[config.mk]
export PLATFORM = sky130hd
export DESIGN_NAME = conv_slot_scheduler
export DESIGN_NICKNAME = d
export VERILOG_FILES = /design/src/rtl/conv_slot_scheduler.sv
export SDC_FILE = /design/constraint.sdc
export NUM_CORES = 1
export LEC_CHECK = 0
export CORE_ASPECT_RATIO = 1.1
export CORE_UTILIZATION = 44
export CTS_BUF_LIST = sky130_fd_sc_hd__clkbuf_4 sky130_fd_sc_hd__clkbuf_8
export DETAILED_ROUTE_END_ITERATION = 6
export PLACE_DENSITY = 0.87
export SYNTH_ARGS = -nofsm -noshare
export SYNTH_HDL_FRONTEND = slang
export SYNTH_SLANG_ARGS = --single-unit
[constraint.sdc]
create_clock -name clk_10MHz -period 4.3 [get_ports clk_10MHz]
set_clock_uncertainty 0.1 [all_clocks]
set_input_delay 0.86 -clock clk_10MHz [delete_from_list [all_inputs] [get_ports clk_10MHz]]
set_output_delay 0.86 -clock clk_10MHz [all_outputs]
set_load 0.05 [all_outputs]
[src/rtl/conv_slot_scheduler.sv]
// -----------------------------------------------------------------------------
// conv_slot_scheduler
//
// Shares the converter mux fabric between the ADC capture path and the two DAC
// update paths. One requester is granted at a time in round-robin order. Its
// 19-bit mux pattern is held for a settle period before the matching converter
// control line asserts. A bounded active window follows, then a guard gap with
// the mux parked at zero. Everything runs in the 10 MHz domain.
//
// Parameters
//   SETTLE_CYCLES  cycles the mux pattern is held before control asserts (1..255)
//   SLOT_CYCLES    maximum active-window length                            (1..255)
//   GUARD_CYCLES   parked gap after each slot                              (1..255)
//
// Ports
//   clk_10MHz      sole clock, rising edge
//   reset          synchronous, active-high
//   locked         clock-source lock; no grants while low, aborts a running slot
//   req[2:0]       level requests: bit0 adc, bit1 dac1, bit2 dac2
//   done[2:0]      early slot end; only the granted bit is honoured
//   mux_cfg_*      per-requester mux pattern, captured at grant
//   grant[2:0]     one-hot grant or zero
//   *_control      converter enable, high only while the slot is active
//   mux_signals    registered mux pattern of the granted requester
//   busy           high whenever the scheduler is not idle
//   slot_overrun   one-cycle pulse when a slot ends on timeout
// -----------------------------------------------------------------------------
module conv_slot_scheduler #(
    parameter int unsigned SETTLE_CYCLES = 2,
    parameter int unsigned SLOT_CYCLES   = 16,
    parameter int unsigned GUARD_CYCLES  = 2
) (
    input  logic        clk_10MHz,
    input  logic        reset,
    input  logic        locked,
    input  logic [2:0]  req,
    input  logic [2:0]  done,
    input  logic [18:0] mux_cfg_adc,
    input  logic [18:0] mux_cfg_dac1,
    input  logic [18:0] mux_cfg_dac2,
    output logic [2:0]  grant,
    output logic        adc_control,
    output logic        dac1_control,
    output logic        dac2_control,
    output logic [18:0] mux_signals,
    output logic        busy,
    output logic        slot_overrun
);

    localparam int unsigned CNT_W = 8;
    localparam int unsigned REQ_W = 3;
    localparam int unsigned MUX_W = 19;
    localparam int unsigned IDX_W = 2;

    // Terminal counts: a phase of N cycles ends when the counter reads N-1.
    localparam logic [CNT_W-1:0] SETTLE_LAST = CNT_W'(SETTLE_CYCLES - 1);
    localparam logic [CNT_W-1:0] SLOT_LAST   = CNT_W'(SLOT_CYCLES - 1);
    localparam logic [CNT_W-1:0] GUARD_LAST  = CNT_W'(GUARD_CYCLES - 1);

    // Requester indices; the pointer holds the index of the last winner.
    localparam logic [IDX_W-1:0] IDX_ADC  = IDX_W'(0);
    localparam logic [IDX_W-1:0] IDX_DAC1 = IDX_W'(1);
    localparam logic [IDX_W-1:0] IDX_DAC2 = IDX_W'(2);

    typedef enum logic [1:0] {
        IDLE   = 2'd0,
        SETUP  = 2'd1,
        ACTIVE = 2'd2,
        GUARD  = 2'd3
    } state_t;

    state_t             state_q;
    state_t             state_d;
    logic [CNT_W-1:0]   cnt_q;
    logic [CNT_W-1:0]   cnt_d;
    logic [IDX_W-1:0]   last_q;
    logic [IDX_W-1:0]   last_d;

    logic [REQ_W-1:0]   grant_d;
    logic [MUX_W-1:0]   mux_d;
    logic [REQ_W-1:0]   ctrl_d;
    logic [REQ_W-1:0]   ctrl_q;
    logic               busy_d;
    logic               overrun_d;

    logic [IDX_W-1:0]   win_idx_c;
    logic               win_valid_c;
    logic [REQ_W-1:0]   win_onehot_c;
    logic [MUX_W-1:0]   win_cfg_c;
    logic               slot_done_c;

    // Round-robin pick: first requesting bit after the last winner, cyclically.
    always_comb begin
        win_valid_c = |req;
        win_idx_c   = last_q;
        unique case (last_q)
            IDX_ADC:  win_idx_c = req[1] ? IDX_DAC1 : (req[2] ? IDX_DAC2 : IDX_ADC);
            IDX_DAC1: win_idx_c = req[2] ? IDX_DAC2 : (req[0] ? IDX_ADC  : IDX_DAC1);
            default:  win_idx_c = req[0] ? IDX_ADC  : (req[1] ? IDX_DAC1 : IDX_DAC2);
        endcase
    end

    // Winner's one-hot grant and mux pattern.
    always_comb begin
        win_onehot_c = REQ_W'(3'b001 << win_idx_c);
        unique case (win_idx_c)
            IDX_ADC:  win_cfg_c = mux_cfg_adc;
            IDX_DAC1: win_cfg_c = mux_cfg_dac1;
            default:  win_cfg_c = mux_cfg_dac2;
        endcase
    end

    // Only the done bit of the current grant can end the window early.
    assign slot_done_c = |(done & grant);

    // State and registered-output update.
    always_ff @(posedge clk_10MHz) begin
        if (reset) begin
            state_q      <= IDLE;
            cnt_q        <= '0;
            last_q       <= IDX_DAC2;
            grant        <= '0;
            mux_signals  <= '0;
            ctrl_q       <= '0;
            busy         <= 1'b0;
            slot_overrun <= 1'b0;
        end else begin
            state_q      <= state_d;
            cnt_q        <= cnt_d;
            last_q       <= last_d;
            grant        <= grant_d;
            mux_signals  <= mux_d;
            ctrl_q       <= ctrl_d;
            busy         <= busy_d;
            slot_overrun <= overrun_d;
        end
    end

    // Next state plus the values every output takes after the coming edge.
    always_comb begin
        state_d   = state_q;
        cnt_d     = cnt_q;
        last_d    = last_q;
        grant_d   = grant;
        mux_d     = mux_signals;
        overrun_d = 1'b0;

        unique case (state_q)
            IDLE: begin
                grant_d = '0;
                mux_d   = '0;
                cnt_d   = '0;
                if (locked && win_valid_c) begin
                    state_d = SETUP;
                    grant_d = win_onehot_c;
                    mux_d   = win_cfg_c;
                    last_d  = win_idx_c;
                end
            end

            SETUP: begin
                if (cnt_q == SETTLE_LAST) begin
                    state_d = ACTIVE;
                    cnt_d   = '0;
                end else begin
                    cnt_d = cnt_q + CNT_W'(1);
                end
            end

            ACTIVE: begin
                // done on the final cycle wins over timeout: no overrun then.
                if (slot_done_c || (cnt_q == SLOT_LAST)) begin
                    state_d   = GUARD;
                    cnt_d     = '0;
                    grant_d   = '0;
                    mux_d     = '0;
                    overrun_d = ~slot_done_c;
                end else begin
                    cnt_d = cnt_q + CNT_W'(1);
                end
            end

            GUARD: begin
                grant_d = '0;
                mux_d   = '0;
                if (cnt_q == GUARD_LAST) begin
                    state_d = IDLE;
                    cnt_d   = '0;
                end else begin
                    cnt_d = cnt_q + CNT_W'(1);
                end
            end

            default: begin
                state_d = IDLE;
                cnt_d   = '0;
                grant_d = '0;
                mux_d   = '0;
            end
        endcase

        // Lock loss aborts any slot silently; the pointer keeps the aborted winner.
        if ((state_q != IDLE) && !locked) begin
            state_d   = IDLE;
            cnt_d     = '0;
            grant_d   = '0;
            mux_d     = '0;
            overrun_d = 1'b0;
        end

        ctrl_d = (state_d == ACTIVE) ? grant_d : '0;
        busy_d = (state_d != IDLE);
    end

    assign adc_control  = ctrl_q[0];
    assign dac1_control = ctrl_q[1];
    assign dac2_control = ctrl_q[2];

endmodule

Word-level counts from Yosys, hierarchy flattened

Cells that the tools add are included.

Shifts and indexed selects: 1
$add $sub $neg: 1
Mux-type cells: 24
Equality and inequality tests: 9
Bitwise operators: 5
Reduce and logical (&&, ||, !) cells: 18

Operators with widths:

| kind                  | number |
|---|---|
| $pmux W19 S3          | 1 |
| $mux W19              | 2 |
| $pmux W19 S2          | 1 |
| $pmux W8 S3           | 1 |
| $mux W2               | 10 |
| $mux W8               | 2 |
| $mux W3               | 3 |
| $pmux W3 S3           | 1 |
| $add A8 B1 Y8 const B | 1 |
| $eq A8 B1 Y1 const B  | 1 |
| $eq A8 B4 Y1 const B  | 1 |
| $pmux W2 S4           | 1 |
| $eq A2 B1 Y1 const B  | 3 |
| $eq A2 B2 Y1 const B  | 3 |
| $logic_not A2 Y1      | 3 |
| $reduce_or A2 Y1      | 3 |
| $reduce_or A3 Y1      | 2 |
| $not A1 Y1            | 4 |
| $pmux W2 S2           | 1 |
| $reduce_and A2 Y1     | 2 |
| $reduce_bool A2 Y1    | 2 |
| $reduce_or A4 Y1      | 1 |
| $and A3 B3 Y3         | 1 |
| $reduce_bool A3 Y1    | 1 |
| other kinds (6)       | 7 |

Logic and storage cells: 66
Input bits: 66
Register bits: 39

Logic depth before layout (Yosys ltp)

Gate-level depths: netlist of the first run.

Depth in word-level cells: 9
Mapped depth: 8
Gate-level depth less buffers: 7

Worst setup path after synthesis of the first run

OpenSTA, ideal clock, no wires.

Path kind: input to register
Start point: input port done[0]
End point: register mux_signals[10]
Setup slack: 2.103 ns
Arrival time: 2.026 ns
Setup time: 0.071 ns
Stages: 6
Required time: 4.129 ns
Path through: a222oi_1 -> a21boi_2 -> nand2_2 -> a21oi_4 -> buf_6 -> o2bb2ai_1

Longest elaborated chain between the ends: 5

RTL lines:

| what                        | line | RTL |
|---|---|---|
| start: declaration          | 37   | `input logic [2:0] done,` |
| $and A3 B3 Y3               | 114  | `assign slot_done_c = \|(done & grant);` |
| $reduce_or A3 Y1            | 114  |  |
| $logic_or A1 B1 Y1          | 172  | `if (slot_done_c \|\| (cnt_q == SLOT_LAST)) begin` |
| $ne A2 B2 Y1 (no line)      | -    |  |
| $reduce_and A2 Y1 (no line) | -    |  |
| end signal: assignment      | 132  | `mux_signals <= mux_d;` |
| end: declaration            | 45   | `output logic [18:0] mux_signals,` |

No other way between the ends.
A chain may end at the register's enable or synchronous reset.

Worst setup path after layout of the first run

Start point: input port req[2]
End point: register mux_signals[11]

Longest elaborated chain between the ends: 7
Elaborated cells on any way between the ends: 11
Those cells by class: 1 x eq/ne; 7 x mux; 3 x reduce/logical

RTL lines:

| what                                             | line | RTL |
|---|---|---|
| start: declaration                               | 36   | `input logic [2:0] req,` |
| $mux W2 (2 in a row)                             | 97   | `IDX_ADC: win_idx_c = req[1] ? IDX_DAC1 : (req[2] ? IDX_DAC2 : IDX_ADC);` |
| $pmux W2 S2                                      | 96   | `unique case (last_q)` |
| $eq A2 B1 Y1 or $logic_not A2 Y1 (tied branches) | 106  | `unique case (win_idx_c)` |
| $pmux W19 S2                                     | 106  |  |
| $mux W19 *                                       | 153  | `if (locked && win_valid_c) begin` |
| $pmux W19 S3 *                                   | 148  | `unique case (state_q)` |

Mark *: on every way between the ends. The rest lies on a longest branch, timed or not.

==> impl_summary.log, run 1 <==
INFO  metric result_of_the_run = finished clean
INFO  metric grt_max_degree = 22
INFO  metric detailed_place_hpwl = 3.95 mm
INFO  metric seq_power_share = 44.8%
INFO  metric clock_tree_from_tritoncts = done
INFO  metric leakage_power_of_the_design = 1.02 nW
INFO  metric postCtsSetupBuffers = 0
INFO  metric critical_path_class = in2reg
INFO  metric areaGrowthSynthToFinish = 57.9%
INFO  metric place.detailed.instances = 319
INFO  metric layout_worst_path_cycle_share = 60.6%
INFO  metric finalWorstPathRequiredPeriod = 2600 ps
INFO  metric final_net_count = 346
INFO  metric cts_resized = 0
INFO  metric fp.dieW = 63.5 um
INFO  metric mappedNetlistArea = 1830 sq um
INFO  metric postSynthNetCount = 253
INFO  metric finalMaxSlewViolations = 0
INFO  metric chipHeight = 69.7 um
INFO  metric drt-wirelength-per-cell = 16.2 um
INFO  metric synth_top_flop_cell = sky130_fd_sc_hd__dfxtp_1
INFO  metric die_area = 4430 sq um
INFO  metric regToRegSetupSlack = 2140 ps
INFO  metric tritoncts.num_buffers = 5
INFO  metric timing.critical_path.buf_inv = 2
INFO  metric setup_repair_after_global_routing_missed_its_margin = false
INFO  metric total_power = 864 uW
INFO  metric crit_path_cell_trace = clkdlybuf4s50_1, nor2b_1, a21boi_0, o21ai_1, buf_4, a222oi_1, o2bb2ai_1
INFO  metric cp_slowest_cell = sky130_fd_sc_hd__clkdlybuf4s50_1
INFO  metric antenna_found_initial = 0
INFO  metric ys_async_sr_fraction = 0%
INFO  metric postPlaceCellArea = 2800 sq um
INFO  metric final_hold_viol_count = 0
INFO  metric maxCapViolations = 0
INFO  metric clk_pin_slew_worst_paths = 70 ps
INFO  metric total_wirelength_of_the_detailed_routed_design = 5.31 mm
INFO  metric io-pin-count = 93
INFO  metric tns = 0 ps
INFO  metric worst_slack_on_hold_paths = 370 ps
INFO  metric worst_path_largest_cell_delay = 610 ps
INFO  metric fill_cells = 315
INFO  metric timing_worst_slew_pin_value = 611 ps
INFO  metric p_int = 614 uW
INFO  metric root_buffer_selected_by_cts = sky130_fd_sc_hd__clkbuf_8
INFO  metric ctsLongestPathBuffers = 2
INFO  metric vias = 1875
INFO  metric finalNonFillerCells = 327
INFO  metric antenna_cells_inserted = 0
INFO  metric crit_path_end_kind = flip-flop
INFO  metric grt.total_usage = 26.3%
INFO  metric share_of_final_layout_standard_cells_stronger_than_drive_strength_1 = 8.00%
INFO  metric synthDistinctLibCells = 44
INFO  metric max-vdd-ir-drop = 208 uV
INFO  metric first_pass_grt_wire_length = 8.98 mm
INFO  metric num_rows = 24
INFO  metric netSwitchingFraction = 29.0%
INFO  metric critical_path_required = 4360 ps
INFO  metric global_route.overflow_total = 0
INFO  metric setup_viol = 0
INFO  metric cts_num_sinks = 39
INFO  metric hold_buffers_post_cts = 0
INFO  metric detail_route.iter0.violations = 200
INFO  metric drt_first_pass_iters = 7
INFO  metric cts_max_level = 2
INFO  metric relSlewSlack = 59.2%
INFO  metric initial_core_util = 46.2%
INFO  metric final_antenna_net_count = 0
INFO  metric yosys_warnings = 0
INFO  metric setup.worst_path.start_class = primary input
INFO  metric p_comb_share = 26.7%
INFO  metric yosysSeqAreaShare = 42.6%
INFO  metric hold_path_class = reg2reg
INFO  metric synth-edff-count = 0
INFO  metric clk_lat_worst_skew = 290 ps
INFO  metric worst-endpoint-arrival = 2670 ps
INFO  metric clock.fmax = 384 MHz
INFO  metric port_buffers = 92
INFO  metric stdcell_area = 2890 sq um
INFO  metric coreArea = 3960 sq um
INFO  metric syn_area_per_cell = 10.1 sq um
INFO  metric power_per_cell_area = 299 nW/um^2
INFO  metric drc_errors = 0
INFO  metric ys_ff_latch = 39
INFO  metric first_global_vias = 1950
INFO  metric timing.critical_path.max_delay_family = compound AO/OA/AOI/OAI gates
INFO  metric power_frac_clock = 28.6%
INFO  metric synthesis.instances = 181
INFO  metric post_drt_via_cell_ratio = 5.73
INFO  metric crit_fanout = 21
INFO  metric globalplace.congestion = 0.838
INFO  metric power.switching = 250 uW
-- final timing paths --
path | start | endpoint | depth (start not counted)
max reg2reg | state_q[0]$_SDFF_PP0_ | busy$_SDFF_PP0_ | 6
min | mux_signals[16]$_SDFFE_PP0P_ | mux_signals[16]$_SDFFE_PP0P_ | 1
max | req[2] | mux_signals[11]$_SDFFE_PP0P_ | 7
min reg2reg | mux_signals[16]$_SDFFE_PP0P_ | mux_signals[16]$_SDFFE_PP0P_ | 1
-- through the flow --
| stage | utilization [%] | setup slack, ps |
|---|---|---|
| 6_report | 73.0 | 1700 |
| 5_1_grt | 73.0 | 1560 |
| 4_1_cts | 73.0 | 1690 |
| 3_5_place_dp | 70.7 | 1390 |
| 3_3_place_gp | 70.7 | 1450 |
| 2_1_floorplan | - | 2100 |
-- power by group through the flow --
stage	clock [mW]	combinational, mW	sequential (mW)
final	0.247	0.230	0.387
after detailed placement	0	0.229	0.394
after floorplan	0	0.0757	0.437
after global placement	0	0.225	0.394
after CTS	0.251	0.230	0.387
after global routing	0.269	0.245	0.389
-- state kept, by name, summed over array words and instances (netlist names) --
name          flops
mux_signals      19
state_q           2
ctrl_q            3
last_q            2
cnt_q             8
slot_overrun      1
grant             3
busy              1
-- cells in the final DEF (no fill, tap or decap), drive strengths merged, types with 2 or more instances in the layout --
| cell type | count |
|---|---|
| a21boi | 2 |
| a21o | 2 |
| a21oi | 2 |
| a222oi | 20 |
| a22oi | 3 |
| and3 | 2 |
| buf | 3 |
| clkbuf | 7 |
| clkdlybuf4s50 | 92 |
| dfxtp | 39 |
| ha | 6 |
| inv | 4 |
| nand2 | 8 |
| nand2b | 3 |
| nand3 | 5 |
| nor2 | 19 |
| nor2b | 4 |
| nor3 | 3 |
| nor4 | 2 |
| o21ai | 6 |
| o2bb2ai | 19 |
| or2 | 2 |
| xnor2 | 2 |
| xor2 | 4 |
-- cell usage after synthesis (all sizes together) (2+ instances only) --
cell type / n / share of area, %
dfxtp: 39 / 43
a222oi: 20 / 11
nor2: 19 / 3.9
o2bb2ai: 19 / 9.1
nand2: 8 / 1.8
clkbuf: 6 / 1.2
ha: 6 / 4.1
o21ai: 6 / 1.6
nand3: 5 / 1.4
inv: 4 / 0.82
nor2b: 4 / 1.4
xor2: 4 / 1.9
a22oi: 3 / 1.2
buf: 3 / 1.2
nand2b: 3 / 1.0
nor3: 3 / 0.82
a21boi: 2 / 1.0
a21o: 2 / 0.82
a21oi: 2 / 1.2
and3: 2 / 0.68
nor4: 2 / 1.5
or2: 2 / 0.68
xnor2: 2 / 0.96
-- cell families (layout without fill, tap and decap cells) --
kind of cell | after synthesis | after routing | share of synthesized area [%]
compound gates | 62 | 62 | 30.7
fa+ha+maj | 6 | 6 | 4.10
simple gates | 54 | 54 | 15.9
buf+inv | 13 | 107 | 3.21
mux | 1 | 1 | 0.546
flops | 39 | 39 | 42.6
xor+xnor | 6 | 6 | 2.87
-- final cells by class --
type	count	area [sq um]	area share, %
multi-input cells	129	1000	34.6
repair buffers	95	943	32.6
flip-flops and latches	39	781	27.0
clock buffers	7	83.8	2.90
well taps	52	65.1	2.25
inverters	4	15.0	0.519
clock inverters	1	5.00	0.173
-- worst reg2reg max path, cell delays in order, from the launching register on --
cell and delay (ps):
sky130_fd_sc_hd__dfxtp_1 410, sky130_fd_sc_hd__inv_1 110, sky130_fd_sc_hd__ha_1 350, sky130_fd_sc_hd__or4_1 570
sky130_fd_sc_hd__nand4b_1 130, sky130_fd_sc_hd__nor3b_2 70, sky130_fd_sc_hd__or2_2 300
-- metal layers --
metal | part of all wire (%) | GRT usage (%) | vias up
li1 | - | - | 898
met2 | 51 | 44.4 | 77
met4 | 2.1 | 9.34 | 0
met3 | 7.7 | 11.0 | 15
met1 | 39 | 29.0 | 885
met5 | 0 | 0 | -
Note: power is estimated with default switching activity, not from simulation.
==> run 2: changes to the inputs <==
Settings changed: CORE_UTILIZATION 44 to 37, PLACE_DENSITY 0.87 to 0.78.
Clock period 4.3 ns to 2.15 ns, I/O delays scaled along.
==> run 2 against run 1 <==
Effect of this change:
- final cell count is 6.4% higher
- sequential cell count stayed put
- worst hold slack better by 2.9 ps
- count of clock-buffer cells in the layout is 1 lower
- clock power grew to 2.9 times the previous value
- largest power group unchanged
- first-iteration DRC count is 23% lower
- critical path depth stayed put
==> impl_summary.log, run 2 (synthesized netlist as in run 1, its figures left out) <==
INFO  metric largest-register = mux_signals (unchanged)
INFO  metric first_global_vias = 1874 (was 1950)
INFO  metric cts_resized = 0 (unchanged)
INFO  metric detail_route.iter0.violations = 154 (was 200)
INFO  metric leakage_power_of_the_design = 1.14 nW (was 1.02 nW)
INFO  metric result_of_the_run = finished clean (unchanged)
INFO  metric cts_num_sinks = 39 (unchanged)
INFO  metric ctsLongestPathBuffers = 2 (unchanged)
INFO  metric chipHeight = 75.8 um (was 69.7 um)
INFO  metric globalplace.congestion = 0.810 (was 0.838)
INFO  metric crit_path_cell_trace = clkdlybuf4s50_1, nor2b_1, a21boi_1, o21ai_1, buf_6, a222oi_1, o2bb2ai_1 (was clkdlybuf4s50_1, nor2b_1, a21boi_0, o21ai_1, buf_4, a222oi_1, o2bb2ai_1)
INFO  metric crit_fanout = 16 (was 21)
INFO  metric grt.total_usage = 21.1% (was 26.3%)
INFO  metric clk_lat_worst_skew = 290 ps (about the same)
INFO  metric stdcell_area = 3130 sq um (was 2890 sq um)
INFO  metric met1_usage = 23.9% (was 29.0%)
INFO  metric timing.critical_path.buf_inv = 2 (unchanged)
INFO  metric coreArea = 4720 sq um (was 3960 sq um)
INFO  metric finalNonFillerCells = 348 (was 327)
INFO  metric place.detailed.instances = 340 (was 319)
INFO  metric final_net_count = 363 (was 346)
INFO  metric tritoncts.num_buffers = 5 (unchanged)
INFO  metric clk_pin_slew_worst_paths = 70 ps (about the same)
INFO  metric antenna_found_initial = 0 (unchanged)
INFO  metric setup_viol = 0 (unchanged)
INFO  metric layout_worst_path_cycle_share = 95.9%
INFO  metric relSlewSlack = 63.3% (was 59.2%)
INFO  metric hold_path_class = reg2reg (unchanged)
INFO  metric final_hold_viol_count = 0 (unchanged)
INFO  metric post_drt_via_cell_ratio = 5.55 (was 5.73)
INFO  metric fp.dieW = 69.1 um (was 63.5 um)
INFO  metric root_buffer_selected_by_cts = sky130_fd_sc_hd__clkbuf_8 (unchanged)
INFO  metric critical_path_class = in2reg (unchanged)
INFO  metric share_of_final_layout_standard_cells_stronger_than_drive_strength_1 = 13.7% (was 8.00%)
INFO  metric port_buffers = 92 (unchanged)
INFO  metric path_depth = 7 (unchanged)
INFO  metric drt-wirelength-per-cell = 15.5 um (was 16.2 um)
INFO  metric cp_slowest_cell = sky130_fd_sc_hd__clkdlybuf4s50_1 (unchanged)
INFO  metric setup.worst_path.start_class = primary input (unchanged)
INFO  metric drt_first_pass_iters = 6 (was 7)
INFO  metric maxCapViolations = 0 (unchanged)
INFO  metric use_met2 = 35.9% (was 44.4%)
INFO  metric hold_path_depth = 1 (unchanged)
INFO  metric first_pass_grt_wire_length = 8.60 mm (was 8.98 mm)
INFO  metric timing_worst_slew_pin_value = 549 ps (was 611 ps)
INFO  metric final_antenna_net_count = 0 (unchanged)
INFO  metric grt_max_degree = 20 (was 22)
INFO  metric finalWorstPathRequiredPeriod = 2060 ps
INFO  metric initial_core_util = 38.8% (was 46.2%)
INFO  metric vias = 1930 (was 1875)
INFO  metric critical_path_required = 2220 ps (was 4360 ps)
INFO  metric timing.critical_path.max_delay_family = compound AO/OA/AOI/OAI gates (unchanged)
INFO  metric worstRegToRegCells = 7 (was 6)
INFO  metric postCtsSetupBuffers = 0 (unchanged)
INFO  metric die_area = 5240 sq um (was 4430 sq um)
INFO  metric clock.fmax = 485 MHz
INFO  metric postPlaceCellArea = 2990 sq um (was 2800 sq um)
INFO  metric layout.cells.most_common_list = sky130_fd_sc_hd__clkdlybuf4s50_1 (92), sky130_fd_sc_hd__dfxtp_1 (38), sky130_fd_sc_hd__a222oi_1 (20), sky130_fd_sc_hd__nor2_1 (19), sky130_fd_sc_hd__o2bb2ai_1 (19) (was sky130_fd_sc_hd__clkdlybuf4s50_1 (92), sky130_fd_sc_hd__dfxtp_1 (39), sky130_fd_sc_hd__a222oi_1 (20), sky130_fd_sc_hd__nor2_1 (19), sky130_fd_sc_hd__o2bb2ai_1 (19))
INFO  metric finalMaxSlewViolations = 0 (unchanged)
INFO  metric most_common_cell_after_layout_fill_and_taps_aside = sky130_fd_sc_hd__clkdlybuf4s50_1 (unchanged)
INFO  metric setup_repair_after_global_routing_missed_its_margin = false (unchanged)
INFO  metric max-vdd-ir-drop = 333 uV (was 208 uV)
INFO  metric tns = 0 ps (unchanged)
INFO  metric num_rows = 26 (was 24)
INFO  metric hold_buffers_post_cts = 0 (unchanged)
INFO  metric io-pin-count = 93 (unchanged)
INFO  metric top_usage_layer = met2 (unchanged)
INFO  metric drc_errors = 0 (unchanged)
INFO  metric global_route.overflow_total = 0 (unchanged)
INFO  metric worst_path_largest_cell_delay = 500 ps (was 610 ps)
INFO  metric total_wirelength_of_the_detailed_routed_design = 5.39 mm (was 5.31 mm)
INFO  metric worst-endpoint-arrival = 2130 ps (was 2670 ps)
INFO  metric largest_registers = mux_signals: 19 flops, cnt_q: 8 flops (unchanged)
INFO  metric detailed_place_hpwl = 4.03 mm (was 3.95 mm)
INFO  metric largest_register_ffs = 19 (unchanged)
INFO  metric groute.layer.met3.usage = 8.20% (was 11.0%)
INFO  metric crit_path_end_kind = flip-flop (unchanged)
INFO  metric areaGrowthSynthToFinish = 70.8% (was 57.9%)
INFO  metric power_per_cell_area = 643 nW/um^2 (was 299 nW/um^2)
INFO  metric total_power = 2.01 mW (was 864 uW)
INFO  metric clock_tree_from_tritoncts = done (unchanged)
INFO  metric cts_max_level = 2 (unchanged)
INFO  metric antenna_cells_inserted = 0 (unchanged)
-- run 2: report_power, final --
| group | switching, mW | internal, mW |
|---|---|---|
| Sequential | 0.0230 | 0.753 |
| Clock | 0.252 | 0.476 |
| Combinational | 0.244 | 0.264 |
| Total | 0.519 | 1.49 |
-- run 2: path summary, 6_finish.rpt --
| check | start | end | slack (ps) |
|---|---|---|---|
| setup / recovery | req[2] | mux_signals[0]$_SDFFE_PP0P_ | 90 |
| hold / removal | mux_signals[15]$_SDFFE_PP0P_ | mux_signals[15]$_SDFFE_PP0P_ | 370 |
| setup reg to reg | state_q[0]$_SDFF_PP0_ | busy$_SDFF_PP0_ | 120 |
| hold reg to reg | mux_signals[15]$_SDFFE_PP0P_ | mux_signals[15]$_SDFFE_PP0P_ | 370 |
-- run 2: cell type report --
type | count | area [sq um]
flip-flops and latches | 39 | 782
inverters | 4 | 15.0
clock inverters | 2 | 60.1
fillers | 361 | 1590
repair buffers | 112 | 1120
clock buffers | 6 | 76.3
well taps | 56 | 70.1
multi-input cells | 129 | 1000
-- run 2: per-stage QoR --
stage	hold slack (ps)	setup WS, ps	util (%)
2_1_floorplan	345	245	-
4_1_cts	373	31.7	66.2
6_report	372	87.3	66.3
3_5_place_dp	346	-166	63.3
5_1_grt	386	10.3	66.3
3_3_place_gp	344	-108	63.3
-- run 2: layer usage --
layer,vias to the layer above,share of wire [%]
li1,938,-
met1,891,40
met2,89,49
met3,12,9.1
met4,0,2.1
met5,-,0
